<file path="config.mk">
export PLATFORM = sky130hd
export DESIGN_NAME = multicycle_ctrl_flat
export DESIGN_NICKNAME = d
export VERILOG_FILES = /design/src/rtl/multicycle_ctrl_if.sv /design/src/rtl/multicycle_ctrl.sv /design/src/flat_wrapper.sv
export SDC_FILE = /design/constraint.sdc
export NUM_CORES = 1
export LEC_CHECK = 0
export ABC_AREA = 1
export CORE_MARGIN = 2
export CORE_UTILIZATION = 49
export CTS_CLUSTER_SIZE = 16
export DETAILED_ROUTE_END_ITERATION = 7
export HOLD_SLACK_MARGIN = 0.15
export PLACE_DENSITY = 0.82
export SLEW_MARGIN = 20
export SYNTH_ARGS = -nofsm -noshare
export SYNTH_HDL_FRONTEND = slang
export SYNTH_SLANG_ARGS = --single-unit
</file>
<file path="constraint.sdc">
create_clock -name clk -period 2.54 [get_ports clk]
set_clock_uncertainty 0.2 [all_clocks]
set_input_delay 0.381 -clock clk [delete_from_list [all_inputs] [get_ports clk]]
set_output_delay 0.381 -clock clk [all_outputs]
set_load 0.03 [all_outputs]
</file>
<file path="src/rtl/multicycle_ctrl_if.sv">
// Shared instruction/data memory port between the multi-cycle sequencer and memory.
// mem_req (with mem_we) is held high until a cycle where mem_ready=1 completes it.
// mem_ready is only meaningful while mem_req is high.
interface multicycle_ctrl_if;
    logic mem_req;
    logic mem_we;
    logic mem_ready;

    modport master (output mem_req, output mem_we, input mem_ready);
    modport slave  (input mem_req, input mem_we, output mem_ready);
endinterface

</file>
<file path="src/rtl/multicycle_ctrl.sv">
// Multi-cycle MIPS-subset sequencer: steps each instruction through
// FETCH/DECODE/EXEC/MEM/WB, drives datapath strobes and counts retirements.
module multicycle_ctrl (
    input  logic                     clk,
    input  logic                     reset_n,
    input  logic [5:0]               Op,
    input  logic [5:0]               Funct,
    input  logic                     Zero,
    multicycle_ctrl_if.master        mem,
    output logic                     IRWrite,
    output logic                     PCWrite,
    output logic                     RegWrite,
    output logic                     RegDst,
    output logic                     ALUsrc,
    output logic [1:0]               PCSrc,
    output logic [1:0]               WBSel,
    output logic [1:0]               ExtOp,
    output logic [1:0]               WBH,
    output logic [3:0]               ALUOp,
    output logic                     illegal,
    output logic [31:0]              instr_cnt,
    output logic [2:0]               state_dbg
);

    typedef enum logic [2:0] {
        S_INIT   = 3'd0,
        S_FETCH  = 3'd1,
        S_DECODE = 3'd2,
        S_EXEC   = 3'd3,
        S_MEM    = 3'd4,
        S_WB     = 3'd5
    } state_t;

    state_t      state_q, state_d;
    logic [31:0] cnt_q;
    logic        retire;
    logic        req, we;

    // Instruction class and per-instruction datapath controls
    logic       legal, is_load, is_store, is_beq, is_jr, is_jalr;
    logic       dec_rd, dec_as;
    logic [1:0] dec_ext, dec_wbh;
    logic [3:0] dec_alu;

    always_comb begin
        legal    = 1'b0;
        is_load  = 1'b0;
        is_store = 1'b0;
        is_beq   = 1'b0;
        is_jr    = 1'b0;
        is_jalr  = 1'b0;
        dec_rd   = 1'b0;
        dec_as   = 1'b0;
        dec_ext  = 2'b00;
        dec_wbh  = 2'b00;
        dec_alu  = 4'b0000;
        case (Op)
            6'h00: begin
                dec_rd = 1'b1;
                case (Funct)
                    6'h20, 6'h21: legal = 1'b1;
                    6'h22, 6'h23: begin legal = 1'b1; dec_alu = 4'b0001; end
                    6'h00:        begin legal = 1'b1; dec_alu = 4'b0011; end
                    6'h08:        begin legal = 1'b1; is_jr   = 1'b1;    end
                    6'h09:        begin legal = 1'b1; is_jalr = 1'b1;    end
                    default:      legal = 1'b0;
                endcase
            end
            6'h0D: begin legal = 1'b1; dec_as = 1'b1; dec_alu = 4'b0010; end
            6'h0F: begin legal = 1'b1; dec_as = 1'b1; dec_ext = 2'b10;   end
            6'h08: begin legal = 1'b1; dec_as = 1'b1; dec_ext = 2'b01;   end
            6'h23, 6'h21, 6'h20: begin
                legal   = 1'b1;
                is_load = 1'b1;
                dec_as  = 1'b1;
                dec_ext = 2'b01;
                dec_wbh = (Op == 6'h21) ? 2'b10 : (Op == 6'h20) ? 2'b01 : 2'b00;
            end
            6'h2B, 6'h29, 6'h28: begin
                legal    = 1'b1;
                is_store = 1'b1;
                dec_as   = 1'b1;
                dec_ext  = 2'b01;
                dec_wbh  = (Op == 6'h29) ? 2'b10 : (Op == 6'h28) ? 2'b01 : 2'b00;
            end
            6'h04: begin legal = 1'b1; is_beq = 1'b1; dec_ext = 2'b01; dec_alu = 4'b0001; end
            default: legal = 1'b0;
        endcase
    end

    always_ff @(posedge clk or negedge reset_n) begin
        if (!reset_n) begin
            state_q <= S_INIT;
        end else begin
            state_q <= state_d;
        end
    end

    always_comb begin
        state_d  = state_q;
        retire   = 1'b0;
        req      = 1'b0;
        we       = 1'b0;
        IRWrite  = 1'b0;
        PCWrite  = 1'b0;
        RegWrite = 1'b0;
        RegDst   = 1'b0;
        ALUsrc   = 1'b0;
        PCSrc    = 2'b00;
        WBSel    = 2'b00;
        ExtOp    = 2'b00;
        WBH      = 2'b00;
        ALUOp    = 4'b0000;
        illegal  = 1'b0;
        // Datapath selects are held steady from EXEC through WB
        if (state_q == S_EXEC || state_q == S_MEM || state_q == S_WB) begin
            RegDst = dec_rd;
            ALUsrc = dec_as;
            ExtOp  = dec_ext;
            WBH    = dec_wbh;
            ALUOp  = dec_alu;
        end
        case (state_q)
            S_INIT: state_d = S_FETCH;
            S_FETCH: begin
                req = 1'b1;
                if (mem.mem_ready) begin
                    IRWrite = 1'b1;
                    PCWrite = 1'b1;
                    state_d = S_DECODE;
                end
            end
            S_DECODE: begin
                if (!legal) begin
                    illegal = 1'b1;
                    state_d = S_FETCH;
                end else begin
                    state_d = S_EXEC;
                end
            end
            S_EXEC: begin
                if (is_beq) begin
                    PCSrc   = 2'b01;
                    PCWrite = Zero;
                    retire  = 1'b1;
                    state_d = S_FETCH;
                end else if (is_jr) begin
                    PCSrc   = 2'b10;
                    PCWrite = 1'b1;
                    retire  = 1'b1;
                    state_d = S_FETCH;
                end else if (is_jalr) begin
                    PCSrc   = 2'b10;
                    PCWrite = 1'b1;
                    state_d = S_WB;
                end else if (is_load || is_store) begin
                    state_d = S_MEM;
                end else begin
                    state_d = S_WB;
                end
            end
            S_MEM: begin
                req = 1'b1;
                we  = is_store;
                if (mem.mem_ready) begin
                    retire  = is_store;
                    state_d = is_store ? S_FETCH : S_WB;
                end
            end
            S_WB: begin
                RegWrite = 1'b1;
                WBSel    = is_load ? 2'b01 : is_jalr ? 2'b10 : 2'b00;
                retire   = 1'b1;
                state_d  = S_FETCH;
            end
            default: state_d = S_INIT;
        endcase
    end

    always_ff @(posedge clk or negedge reset_n) begin
        if (!reset_n) begin
            cnt_q <= 32'd0;
        end else if (retire) begin
            cnt_q <= cnt_q + 32'd1;
        end
    end

    assign mem.mem_req = req;
    assign mem.mem_we  = we;
    assign instr_cnt   = cnt_q;
    assign state_dbg   = state_q;

endmodule

</file>
<file path="src/flat_wrapper.sv">
// flat-port wrapper written by rule: the top's interface ports become plain ports
module multicycle_ctrl_flat 
  (clk, reset_n, Op, Funct, Zero, IRWrite, PCWrite, RegWrite, RegDst, ALUsrc, PCSrc, WBSel, ExtOp, WBH, ALUOp, illegal, instr_cnt, state_dbg, mem_mem_req, mem_mem_we, mem_mem_ready);
  multicycle_ctrl_if mem_i ();
  input  logic clk;
  input  logic reset_n;
  input  logic [5:0] Op;
  input  logic [5:0] Funct;
  input  logic Zero;
  output logic IRWrite;
  output logic PCWrite;
  output logic RegWrite;
  output logic RegDst;
  output logic ALUsrc;
  output logic [1:0] PCSrc;
  output logic [1:0] WBSel;
  output logic [1:0] ExtOp;
  output logic [1:0] WBH;
  output logic [3:0] ALUOp;
  output logic illegal;
  output logic [31:0] instr_cnt;
  output logic [2:0] state_dbg;
  output wire logic [$bits(mem_i.mem_req)-1:0] mem_mem_req;
  output wire logic [$bits(mem_i.mem_we)-1:0] mem_mem_we;
  input wire logic [$bits(mem_i.mem_ready)-1:0] mem_mem_ready;
  assign mem_mem_req = mem_i.mem_req;
  assign mem_mem_we = mem_i.mem_we;
  assign mem_i.mem_ready = mem_mem_ready;
  multicycle_ctrl u_core (.clk(clk), .reset_n(reset_n), .Op(Op), .Funct(Funct), .Zero(Zero), .mem(mem_i), .IRWrite(IRWrite), .PCWrite(PCWrite), .RegWrite(RegWrite), .RegDst(RegDst), .ALUsrc(ALUsrc), .PCSrc(PCSrc), .WBSel(WBSel), .ExtOp(ExtOp), .WBH(WBH), .ALUOp(ALUOp), .illegal(illegal), .instr_cnt(instr_cnt), .state_dbg(state_dbg));
endmodule
</file>
Yosys cells after proc, flatten, opt, wreduce, memory -nomap -nowiden --
Cells that the tools add are included.
Storage, ports and cells: logic and storage cells 96, output and inout port bits 55, input bits 16, bits in registers 35
Cells by class: reductions and logical operators 16, add/sub/neg operators 1, eq/ne operators 23, mux-type cells 54
Operator list (number):
- $eq A6 B6 Y1 const B | 10
- $add A32 B1 Y32 const B | 1
- $eq A6 B4 Y1 const B | 5
- $mux W1 | 28
- $mux W2 | 11
- $mux W3 | 6
- $pmux W3 S5 | 1
- $logic_not A6 Y1 | 2
- $pmux W2 S2 | 3
- $pmux W4 S3 | 1
- $reduce_or A10 Y1 | 1
- $reduce_or A9 Y1 | 1
- $reduce_or A8 Y1 | 1
- $reduce_or A7 Y1 | 1
- $eq A3 B2 Y1 const B | 2
- $eq A3 B3 Y1 const B | 2
- $eq A6 B3 Y1 const B | 1
- $reduce_or A2 Y1 | 3
- $reduce_or A3 Y1 | 2
- $mux W4 | 1
- $ne A2 B2 Y1 const B | 2
- $pmux W1 S2 | 2
- $eq A3 B1 Y1 const B | 1
- $logic_not A3 Y1 | 1
- other kinds (3) | 5

Logic depth before layout (Yosys ltp) --
Gate-level depths: netlist (run 1).
depth in word-level cells 9, gate-level depth with buffers 12, mapped depth without buffers 11

Worst setup path before layout (run 1) --
Ideal clock, no wire load.
path type register -> output, start register u_core.state_q[0] (netlist: u_core.state_dbg[0]), end output port WBH[1], arrival 2.117 ns, stages on the path, launching flop included 9, data required time 1.959 ns, setup slack -0.158 ns, buffers on the path 0, path through dfrtp_1 > inv_2 > nor2_1 > inv_1 > nor2_1 > inv_1 > nand2_1 > inv_1 > nor4_1
Between the ends: word-level cells in the longest chain between the ends 4, elaborated cells between the ends (all ways) 6, those cells by class 3 x eq/ne; 1 x mux; 2 x reduce/logical
RTL lines:
- start, declared | line multicycle_ctrl.sv:34 | state_t state_q, state_d;
- start signal, assigned | line multicycle_ctrl.sv:95 | state_q <= state_d;
- $eq A3 B2 Y1 or $eq A3 B3 Y1 (tied branches) | line multicycle_ctrl.sv:116 | if (state_q == S_EXEC || state_q == S_MEM || state_q == S_WB) begin
- $logic_or A1 B1 Y1 | line multicycle_ctrl.sv:116
- $logic_or A1 B1 Y1 * | line multicycle_ctrl.sv:116
- $mux W2 * | line multicycle_ctrl.sv:116
- end, declared | line flat_wrapper.sv:18 | output logic [1:0] WBH;
Mark *: on every way between the ends. The rest lies on a longest branch, timed or not.

Worst setup path after layout (run 1) --
start input port Op[3], end output port ALUsrc
Between the ends: word-level cells in the longest chain between the ends 4, elaborated cells between the ends (all ways) 12, those cells by class 9 x eq/ne; 2 x mux; 1 x reduce/logical
RTL lines:
- start, declared | line flat_wrapper.sv:7 | input logic [5:0] Op;
- $eq A6 B4 Y1 or $eq A6 B6 Y1 (tied branches) | line multicycle_ctrl.sv:57 | case (Op)
- $reduce_or A9 Y1 (no line) *
- $mux W1 * | line multicycle_ctrl.sv:57
- $mux W1 * | line multicycle_ctrl.sv:116
- end, declared | line flat_wrapper.sv:14 | output logic ALUsrc;
Marks and branches as above.

==> results.yml, run 1 <==
finish:
  area_growth_pct: 37.4
  final_cell_mix: "nand2_1 (162), nor2_1 (72), inv_1 (58)"
  drive_gt1_share_pct: 10.4
  antennaDiodeCount: 0
  final_common_cell: "nand2_1"
  multiInputGateArea_um2: 1520
  n_fill_cell: 438
  design_area_um2: 3650
  ff_latch_area_um2: 876
  fin_nets: 545
power_and_ir_drop:
  power.density_nw_per_um2: 554
  power_w: 0.00202
  p_leak_nw: 1.74
  ir_worst_vdd_mv: 0.779
logic_synthesis:
  synth.largest_area_cell: "dfrtp_1"
  synth.distinct_cells: 28
  ys_seq_area_share_pct: 32.9
  async_reset_ff_share_pct: 100
  synth.area.top_cells: "dfrtp_1 (33%), nand2_1 (23%), nor2_1 (10%), inv_1 (8.2%), nand3_1 (4.5%)"
  synth_warnings: 0
  syn_inst: 439
  synth_area_per_cell_um2: 6.06
  synth_edf_count: 0
  synth_seq_cells: 35
  synth_top_area_share_pct: 32.9
  synth_ff_type: "dfrtp_1"
  netlist_area_um2: 2660
floorplan:
  ios: 71
  fp.coreArea_um2: 5170
  die_h_um: 77.7
  row_count: 26
  start_util_pct: 51.4
  die-area_um2: 6030
  die_w_um: 77.7
worst_setup_path:
  path_class: "in2out"
  worst-path-buf-inv: 4
  r2r-end: "u_core.instr_cnt[28]"
  cp_max_fo: 4
  cpPeakStageDelay_ns: 0.51
  critPathArrivalTime_ns: 1.85
  cp-start-kind: "input port"
  worstPathRequired_ns: 1.96
  r2r_start: "u_core.instr_cnt[0]"
  path_cells: "clkdlybuf4s50_1 > inv_1 > nor2_2 > nand3_1 > nand3_1 > nor2_1 > nand2_1 > nand2_1 > inv_1 > clkdlybuf4s15_2"
  cp-end-kind: "primary output"
  slowest_stage: "clkdlybuf4s50_1"
  regToRegSetupSlack_ns: 0.49
  crit_family: "buffers and inverters"
  r2r.worst_path.cells: 11
clocking:
  h-tree-depth: 2
  cts_sinks: 35
  clockBufferDepth: 2
  clk_pin_slew_worst_paths_ns: 0.07
  cts_tree: "yes"
  clock-root-buffer: "clkbuf_8"
  cts_buffers: 5
  clock_latency_ns: 0.29
  cts_hold_buf: 0
timing:
  finalSetupTns_ns: 0
  timing.final.hold_violations: 0
  drv_slew: 0
  fmax_mhz: 412
  fin_crit_ns: 2.43
  layout_setup_ws_ns: 0.114
  rsz0062_at_grt: "true"
  setup_viol: 0
  post-route-period-util_pct: 95.5
hold_path:
  hold_class: "in2async"
drt:
  postRouteAntennaNets: 0
  firstDrtPassIters: 4
  wl_per_cell_um: 12.2
  viasPerCell: 5.02
  first_iter_violations: 208
  num_vias: 3000
  remaining_drc_errors: 0
  drt-total-wl_um: 7300
run:
  drv_cap: 0
grt:
  track_usage_pct: 25.0
  antenna_found_initial: 0
  grt_pass1_wl_um: 12200
  grt-ovfl-total: 0
  grt_max_degree: 37
  grt_pass1_vias: 2760
run_status:
  status: "finished clean"
place:
  dpl-instance-area_um2: 3510
  place_congestion: 0.917
  io_buffers: 68
  dp_slack_ns: -0.323
  dp.final_hpwl_um: 5710
[power breakdown]
group / leakage (nW) / internal, W / total, W / switching (W)
Combinational: 1.21 / 0.000318 / 0.000862 / 0.000543
Sequential: 0.480 / 0.000609 / 0.000676 / 0.0000666
Clock: 0.0513 / 0.000288 / 0.000485 / 0.000197
[how the worst max path moves through the flow]
stage / start / end / slack (ns) / cells past startpoint
after CTS: Op[4] / illegal / 0.01 / 11
after detailed placement: Op[2] / ALUsrc / -0.32 / 9
after global placement: Op[2] / ALUsrc / -0.26 / 9
after floorplan: u_core.state_dbg[0] / ALUOp[0] / 0.05 / 8
final: Op[3] / ALUsrc / 0.11 / 10
after global routing: Op[3] / ALUsrc / -0.03 / 10
[registers in the layout, summed over array words and instances (netlist names)]
register and count:
u_core.instr_cnt 32, u_core.state_dbg 3
[cell type report]
type	count	area share (%)
timing repair buffer	89	23.1
tap	70	2.40
multi-input combinational	337	41.6
clock buffer	6	1.99
inverter	60	6.16
clock inverter	1	0.822
sequential	35	24.0
[timing repair]
item / CTS / global route
hold endpoints to repair: 0 / 0
resized for setup: 5 / 9
pin swaps: 1 / 1
setup endpoints to repair: 3 / 7
buffers inserted: 0 / 2
[routing by layer]
metal  track usage, %  part of all wire [%]  up-vias
met3             4.19                   5.7       11
met2             42.8                    48       89
met1             32.6                    45     1368
met4             6.43                   1.5        0
met5                0                     0        -
li1                 -                     -     1532
[cells in the mapped netlist, types with 3 or more instances]
library cell	number
o21ai_0	5
nor2_1	72
o211ai_1	3
nor3_1	11
nor2_2	6
inv_1	58
xor2_1	11
dfrtp_1	35
nand3_1	24
nand3b_1	5
o21ai_1	22
buf_4	6
nand2_1	163
[cells by family (layout without fill, tap and decap cells)]
group | count (synthesis) | in the layout | share of synthesized area [%]
other | 1 | 2 | 0.141
xor gates and xnor gates | 11 | 11 | 3.62
AOI/OAI and AO/OA | 35 | 35 | 7.20
and+or+nand+nor | 288 | 288 | 44.8
buffers and inverters | 68 | 156 | 10.8
adders and majority gates | 1 | 1 | 0.471
DFF | 35 | 35 | 32.9
[stage by stage]
step,hold slack [ns],utilization [%],instances
final,0.295,70.6,598
after global routing,0.337,70.6,598
after CTS,0.321,69.9,596
after detailed placement,0.321,67.8,589
after global placement,0.315,67.8,589
after floorplan,-0.115,-,440
No activity file was read; power rests on OpenSTA's default activity.
==> inputs of run 2 (changes only) <==
- CORE_MARGIN: 2 -> 1
==> run 2 against run 1 <==
  * Non-clock buffer count fell by 2
  * Count of clock-buffer cells in the layout rose by 2
  * Flip-flop and latch count did not move
  * Core utilization fell by 0.097 points
  * First-iteration DRC count rose by 41%
  * Sequential share of layout area barely moved
  * Clock power fell by 6.8%
  * Die area fell by 5.1%
  * Global-route usage rose by 1.6 points
  * Via count rose by 1.3%
  * Sequential power barely moved
  * Hold slack improved by 0.0090 ns
  * Largest power group unchanged
==> results.yml, run 2 (synthesized netlist as in run 1, its figures left out) <==
clocking:
  clockBufferDepth: 2
  cts_tree: "yes"
  clock-root-buffer: "clkbuf_8"
  clk_pin_slew_worst_paths_ns: 0.07
  h-tree-depth: 2
  cts_setup_buffers: 0
  clock_latency_ns: 0.29
  cts_buffers: 5
  cts_sinks: 35
drt:
  remaining_drc_errors: 0
  wl_per_cell_um: 12.3
  drt-total-wl_um: 7320
  num_vias: 3039
  viasPerCell: 5.09
  postRouteAntennaNets: 0
  firstDrtPassIters: 5
  first_iter_violations: 294
power_and_ir_drop:
  p_leak_nw: 1.74
  power.density_nw_per_um2: 551
  ir_worst_vdd_mv: 0.738
floorplan:
  die_h_um: 75.7
  fp.coreArea_um2: 5170
  ios: 71
  die_w_um: 75.7
  die-area_um2: 5720
  row_count: 26
  start_util_pct: 51.4
worst_setup_path:
  cpPeakStageDelay_ns: 0.71
  critPathArrivalTime_ns: 1.80
  cp-end-kind: "primary output"
  path_cells: "inv_2 > nand2_1 > nor2_1 > clkdlybuf4s50_1"
  cp-start-kind: "flop"
  slowest_stage: "clkdlybuf4s50_1"
  worst-path-buf-inv: 2
  worstPathRequired_ns: 1.96
  path_class: "reg2out"
  crit_family: "buffers and inverters"
  cp_max_fo: 5
grt:
  grt_pass1_wl_um: 11700
  antenna_found_initial: 0
  grt-ovfl-total: 0
  grt_max_degree: 36
  track_usage_pct: 26.6
  grt_pass1_vias: 2686
finish:
  final_cell_mix: "nand2_1 (163), nor2_1 (71), inv_1 (58)"
  fin_nets: 543
  fin_util_pct: 70.5
  fin_cells: 597
  design_area_um2: 3650
  drive_gt1_share_pct: 10.4
  area_growth_pct: 37.2
  largest_reg_flops: 32
  final_common_cell: "nand2_1"
  antennaDiodeCount: 0
timing:
  setup_viol: 0
  hold_ws_ns: 0.304
  fin_crit_ns: 2.38
  fmax_mhz: 420
  timing.final.hold_violations: 0
  drv_slew: 0
  rsz0062_at_grt: "false"
  finalSetupTns_ns: 0
  post-route-period-util_pct: 93.6
hold_path:
  hold_class: "in2async"
place:
  dpl-instance-area_um2: 3520
  io_buffers: 68
  place_inst: 589
  dp.final_hpwl_um: 5730
  place_congestion: 0.908
run:
  drv_cap: 0
run_status:
  status: "finished clean"
-- run 2: path summary, 6_finish.rpt --
| kind | end | startpoint | cells after the start | slack, ns |
|---|---|---|---|---|
| max | RegWrite | u_core.state_dbg[1] | 4 | 0.16 |
| min | u_core.instr_cnt[13] | reset_n | 2 | 0.30 |
| min reg2reg | u_core.instr_cnt[21] | u_core.instr_cnt[21] | 2 | 0.34 |
| max reg2reg | u_core.instr_cnt[24] | u_core.instr_cnt[0] | 10 | 0.43 |
| min in group clk | u_core.instr_cnt[21] | u_core.instr_cnt[21] | 2 | 0.34 |
| max in group asynchronous | u_core.instr_cnt[19] | reset_n | 2 | 1.50 |
-- run 2: cell type report --
cell class                 instances  area, um^2
fill                             467        1520
multi-input combinational        337        1520
sequential                        35         876
timing repair buffer              87         837
inverter                          60         225
clock buffer                       8         100
tap                               70        87.6
-- run 2: worst reg2reg max path, delay by kind of cell (launching register included) --
kind / cells / cell delay, ns
fa+ha+maj: 1 / 0.32
flops: 1 / 0.46
buf+inv: 1 / 0.10
simple gates: 8 / 0.91
-- run 2: per-stage QoR --
stage	worst slack, ns	power, W
after floorplan	0.0470	0.00122
after global placement	-0.263	0.00155
after detailed placement	-0.329	0.00157
after CTS	-0.0106	0.00202
after global routing	0.0248	0.00213
final	0.162	0.00201
-- run 2: repair_timing --
| action | in CTS | in global routing |
|---|---|---|
| resized for setup | 4 | 12 |
| hold buffers | 0 | 0 |
| pin swaps | 0 | 5 |
| endpoints found under the setup margin | 3 | 8 |
-- run 2: routing by layer --
layer  part of all wire, %  vias to the layer above  GRT usage, %
met5                     0                        -             0
met4                  0.70                        0          3.70
met3                   6.6                        6          5.42
met2                    48                      104          45.8
met1                    45                     1398          35.3
li1                      -                     1531             -
-- run 2: where the power goes --
group          switching (W)  total, W  leakage, nW  internal (W)
sequential         0.0000665  0.000676        0.480      0.000609
combinational       0.000551  0.000883         1.21      0.000332
clock               0.000205  0.000452       0.0515      0.000248
